`src/rtl/dataselect_rr_reg.sv`:
```
// dataselect_rr_reg: selects one of CHANNELS input words, by explicit ctrl
// (fixed mode) or by round-robin among valid inputs. The result sits in an
// output register behind a valid/ready handshake.
// Optional feature: define DATASELECT_STALL_CNT_EN to add a saturating
// 16-bit counter of backpressure cycles (port stall_cnt).
module dataselect_rr_reg #(
    parameter int WIDTH    = 32,
    parameter int CHANNELS = 4,
    parameter int SEL_W    = 2
) (
    input  logic                      clk,
    input  logic                      rst_n,
    input  logic [CHANNELS*WIDTH-1:0] data_in,
    input  logic [CHANNELS-1:0]       in_valid,
    output logic [CHANNELS-1:0]       in_ready,
    input  logic                      mode,
    input  logic [SEL_W-1:0]          ctrl,
    output logic [WIDTH-1:0]          data_out,
    output logic                      out_valid,
    input  logic                      out_ready,
    output logic [SEL_W-1:0]          out_chan
`ifdef DATASELECT_STALL_CNT_EN
    ,
    output logic [15:0]               stall_cnt
`endif
);

    logic [WIDTH-1:0] data_q,  data_d;
    logic             valid_q, valid_d;
    logic [SEL_W-1:0] chan_q,  chan_d;
    logic [SEL_W-1:0] rr_ptr_q, rr_ptr_d;

    logic             load_s;
    logic             grant_vld_s;
    logic [SEL_W-1:0] grant_s;
    logic [WIDTH-1:0] data_sel_s;
    logic             xfer_s;

    // Output register can accept a word when it is empty or being drained.
    assign load_s = !valid_q || out_ready;

    // Grant selection: ctrl in fixed mode, first valid after rr_ptr in RR mode.
    always_comb begin
        grant_vld_s = 1'b0;
        grant_s     = '0;
        if (mode == 1'b0) begin
            for (int i = 0; i < CHANNELS; i++) begin
                if (ctrl == SEL_W'(i) && in_valid[i]) begin
                    grant_vld_s = 1'b1;
                    grant_s     = SEL_W'(i);
                end else begin
                end
            end
        end else begin
            // Walk the scan order backwards so the nearest valid channel
            // after the pointer is the last (winning) assignment.
            for (int k = CHANNELS; k >= 1; k--) begin
                for (int i = 0; i < CHANNELS; i++) begin
                    if (((int'(rr_ptr_q) + k) % CHANNELS) == i && in_valid[i]) begin
                        grant_vld_s = 1'b1;
                        grant_s     = SEL_W'(i);
                    end else begin
                    end
                end
            end
        end
    end

    // Mux the granted channel's word out of the flat input bus.
    always_comb begin
        data_sel_s = '0;
        for (int i = 0; i < CHANNELS; i++) begin
            if (grant_s == SEL_W'(i)) begin
                data_sel_s = data_in[i*WIDTH +: WIDTH];
            end else begin
            end
        end
    end

    // One-hot accept strobe; forced low while reset is asserted.
    always_comb begin
        in_ready = '0;
        for (int i = 0; i < CHANNELS; i++) begin
            in_ready[i] = rst_n && load_s && grant_vld_s && (grant_s == SEL_W'(i));
        end
    end

    // A grant only exists for a valid channel, so grant plus load is a transfer.
    assign xfer_s = rst_n && load_s && grant_vld_s;

    // Next-state for output register and round-robin pointer.
    always_comb begin
        data_d   = data_q;
        chan_d   = chan_q;
        valid_d  = valid_q;
        rr_ptr_d = rr_ptr_q;
        if (xfer_s) begin
            data_d  = data_sel_s;
            chan_d  = grant_s;
            valid_d = 1'b1;
            if (mode == 1'b1) begin
                rr_ptr_d = grant_s;
            end else begin
                rr_ptr_d = rr_ptr_q;
            end
        end else if (out_ready) begin
            valid_d = 1'b0;
        end else begin
            valid_d = valid_q;
        end
    end

    // State registers; pointer resets to the last channel so channel 0 leads.
    always_ff @(posedge clk or negedge rst_n) begin
        if (!rst_n) begin
            data_q   <= '0;
            chan_q   <= '0;
            valid_q  <= 1'b0;
            rr_ptr_q <= SEL_W'(CHANNELS - 1);
        end else begin
            data_q   <= data_d;
            chan_q   <= chan_d;
            valid_q  <= valid_d;
            rr_ptr_q <= rr_ptr_d;
        end
    end

    assign data_out  = data_q;
    assign out_valid = valid_q;
    assign out_chan  = chan_q;

`ifdef DATASELECT_STALL_CNT_EN
    logic [15:0] stall_q, stall_d;

    // Saturating count of cycles where a held word is blocked by the consumer.
    always_comb begin
        if (valid_q && !out_ready && (stall_q != 16'hFFFF)) begin
            stall_d = stall_q + 16'd1;
        end else begin
            stall_d = stall_q;
        end
    end

    // Stall counter register, cleared only by reset.
    always_ff @(posedge clk or negedge rst_n) begin
        if (!rst_n) begin
            stall_q <= 16'd0;
        end else begin
            stall_q <= stall_d;
        end
    end

    assign stall_cnt = stall_q;
`endif

endmodule

```
`config.mk`:
```
export PLATFORM = sky130hd
export DESIGN_NAME = dataselect_rr_reg
export DESIGN_NICKNAME = d
export VERILOG_FILES = /design/src/rtl/dataselect_rr_reg.sv
export SDC_FILE = /design/constraint.sdc
export NUM_CORES = 1
export LEC_CHECK = 0
export ABC_AREA = 1
export BUFFER_PORTS_ARGS = -buffer_cell sky130_fd_sc_hd__buf_2
export CORE_ASPECT_RATIO = 1.1
export CORE_MARGIN = 2
export CORE_UTILIZATION = 40
export DETAILED_ROUTE_END_ITERATION = 16
export PLACE_DENSITY = 0.74
export SYNTH_ARGS = -nofsm -noshare
export SYNTH_HDL_FRONTEND = slang
export SYNTH_SLANG_ARGS = --single-unit
export TNS_END_PERCENT = 100
```
`constraint.sdc`:
```
create_clock -name clk -period 1.9 [get_ports clk]
set_input_delay 0.19 -clock clk [delete_from_list [all_inputs] [get_ports clk]]
set_output_delay 0.19 -clock clk [all_outputs]
set_load 0.05 [all_outputs]
```
==> impl_metrics.json <==
{
  "cts.reportedPaths.clkPinSlew_ns": 0.08,
  "viasPerCell": 5.58,
  "final.setup.tns_ns": -20.92,
  "clk_latency_ns": 0.30,
  "final_nets": 824,
  "crit_fanout": 8,
  "synth_top_area_share": 0.292,
  "die_height_um": 94.8,
  "max_freq_mhz": 392,
  "gr-usage-all-layers": 0.278,
  "critPathKind": "reg -> out",
  "grt_pass1_vias": 3904,
  "cts_hold_buf": 0,
  "synthCells": 469,
  "gr-total-overflow": 0,
  "worstPathRequired_ns": 1.71,
  "syn_area_sq_mm": 0.00300,
  "fp.dieArea_sq_mm": 0.00820,
  "grt_max_degree": 39,
  "power_density_mw_per_mm2": 1640,
  "num_antenna_cells": 0,
  "slew_viol_final": 0,
  "yosysWarnings": 0,
  "whs_ns": -0.00481,
  "dp_worst_setup_slack_ns": -0.367,
  "routed_wl_um": 12700,
  "setup_slack_ns": -0.650,
  "drv_cap": 0,
  "ios": 177,
  "synth_common_cells": "nand2_1, nand3_1, nor2_1, nand4_1, dfrtp_1",
  "ys_top_cells_by_area": "dfrtp_1, nand3_1, nand2_1, nand4_1, nor2_1",
  "arrival_ns": 2.36,
  "vias": 4310,
  "drt_iter0_drc": 328,
  "detail-route-antenna-nets": 0,
  "async_flop_share": 1.00,
  "ys_types": 28,
  "pwr-share-comb": 0.756,
  "synth_fp_nets": 607,
  "cts_buffers": 5,
  "startpoint_type": "register",
  "grt_pass1_wl_um": 18100,
  "dr.pass1.iters": 5,
  "synth_edf_count": 0,
  "rsz0062_at_grt": "true",
  "p_switching_w": 0.00444,
  "drc_errors": 0,
  "num_rows": 33,
  "synthToLayoutAreaGrowth_pct": 68.4,
  "internal_power_w": 0.00386,
  "h-tree-depth": 2,
  "setup_viol": 41,
  "power_switching_share": 0.535,
  "tightest_slew_ns": 0.496,
  "cellLeakagePower_nw": 2.70,
  "layout_min_cycle_time_ns": 2.55,
  "crit_path_end_kind": "primary output",
  "violations": "negative hold slack, negative setup slack",
  "routedWlPerCell_um": 16.4,
  "fin_skew_ns": 0.0121,
  "slew_headroom": 0.670,
  "final_cell_area_sq_mm": 0.00505,
  "hold_viol": 3,
  "clock_tree.root_cell": "clkbuf_8",
  "dp_hpwl_um": 8220,
  "clockBufferDepth": 2,
  "ys_ff_latch": 37,
  "yosysMostFrequentCell": "nand2_1",
  "yosysSeqAreaShare": 0.310,
  "gp_congestion": 0.929,
  "cts.sinks": 37,
  "drive_gt1_frac": 0.474,
  "cts_tree": "yes",
  "start_util": 0.408,
  "core_area_sq_mm": 0.00735,
  "clkPwrFrac": 0.071,
  "antenna_found_initial": 0,
  "synth_flop_cell": "dfrtp_1",
  "die_x_um": 86.5,
  "yosysTopAreaCell": "dfrtp_1",
  "final.period_utilization": 1.34,
  "hold_path.class": "in -> async",
  "seqPwrFrac": 0.172,
  "ir_drop_mv": 0.805,
  "run_status": "complete, but fails checks",
  "place_area_sq_mm": 0.00426,
  "portBuffers": 176,
  "synth_area_per_cell_sq_um": 6.39
}
## registers in the layout, indices dropped and copies added, names as in the netlist
| register | flops |
|---|---|
| data_out | 32 |
| out_valid | 1 |
| rr_ptr_q | 2 |
| out_chan | 2 |
## cell usage in the layout (no fill, tap or decap), drive strengths merged
cell type / instances
o31ai: 1
or2: 2
clkinvlp: 1
nor3b: 1
nor4: 1
nor2: 66
dfrtp: 35
nor3: 1
a2111oi: 1
buf: 246
a31o: 1
o21ai: 21
nand3: 85
inv: 30
nand4: 64
a21oi: 1
clkbuf: 12
nand2: 115
dfstp: 2
## worst paths after layout
check	cells past startpoint	startpoint	end	slack, ns
setup / recovery	10	rr_ptr_q[0]	in_ready[0]	-0.65
hold / removal	2	rst_n	data_out[7]	-0.005
setup reg to reg	14	rr_ptr_q[0]	data_out[5]	-0.63
hold reg to reg	2	out_chan[0]	out_chan[0]	0.47
max in group asynchronous	2	rst_n	data_out[19]	1.55
min in group clk	2	out_ready	out_valid	0.07
## what timing repair did
action	in CTS	in global routing
resized for setup	51	38
setup endpoints to repair	41	41
gates cloned	3	8
pin swaps	19	27
buffers inserted	11	7
endpoints found under the hold margin	0	0
## routing by layer
metal | wire length (um) | track usage | share of wire
met1 | 4920 | 0.329 | 0.39
met2 | 6420 | 0.510 | 0.51
met3 | 1060 | 0.0524 | 0.084
met4 | 301 | 0.0768 | 0.024
met5 | 0 | 0 | 0
## worst max-delay path, stage by stage, from the launching register on
cell	delay (ns)
dfstp_2	0.63
buf_4	0.13
buf_4	0.10
nand2_2	0.06
o21ai_0	0.32
inv_1	0.14
nand2_2	0.14
nand2_4	0.08
buf_12	0.15
nor3_4	0.12
buf_6	0.18
## power groups by stage
stage	Clock [W]	Combinational, W	Sequential (W)
global placement	0	0.00482	0.00142
CTS	0.000609	0.00548	0.00143
finish	0.000593	0.00628	0.00143
global route	0.000632	0.00668	0.00147
detailed placement	0	0.00488	0.00143
floorplan	0	0.00244	0.00264
## cell families after synthesis
kind of cell | count (synthesis) | synth area share
AO/OA/AOI/OAI | 25 | 0.0518
buffers and inverters | 72 | 0.122
flip-flops | 37 | 0.310
AND/OR/NAND/NOR | 335 | 0.517
## area by class of cell
class                           count  area (sq um)
Multi-Input combinational cell    360          1970
Timing Repair Buffer              252          1840
Fill cell                         618          2300
Inverter                           30           115
Clock inverter                      1          7.51
Sequential cell                    37           928
Clock buffer                        6          82.6
Tap cell                           87           109
## per-stage QoR
| stage | total power (W) | std cells | hold WS (ns) | util |
|---|---|---|---|---|
| detailed placement | 0.00631 | 739 | 0.334 | 0.580 |
| global route | 0.00878 | 773 | 0.0355 | 0.687 |
| floorplan | 0.00508 | 469 | -0.106 | - |
| CTS | 0.00752 | 760 | 0.0136 | 0.641 |
| finish | 0.00830 | 773 | -0.00481 | 0.687 |
| global placement | 0.00624 | 739 | 0.334 | 0.580 |
No activity file was read; power rests on OpenSTA's default activity.
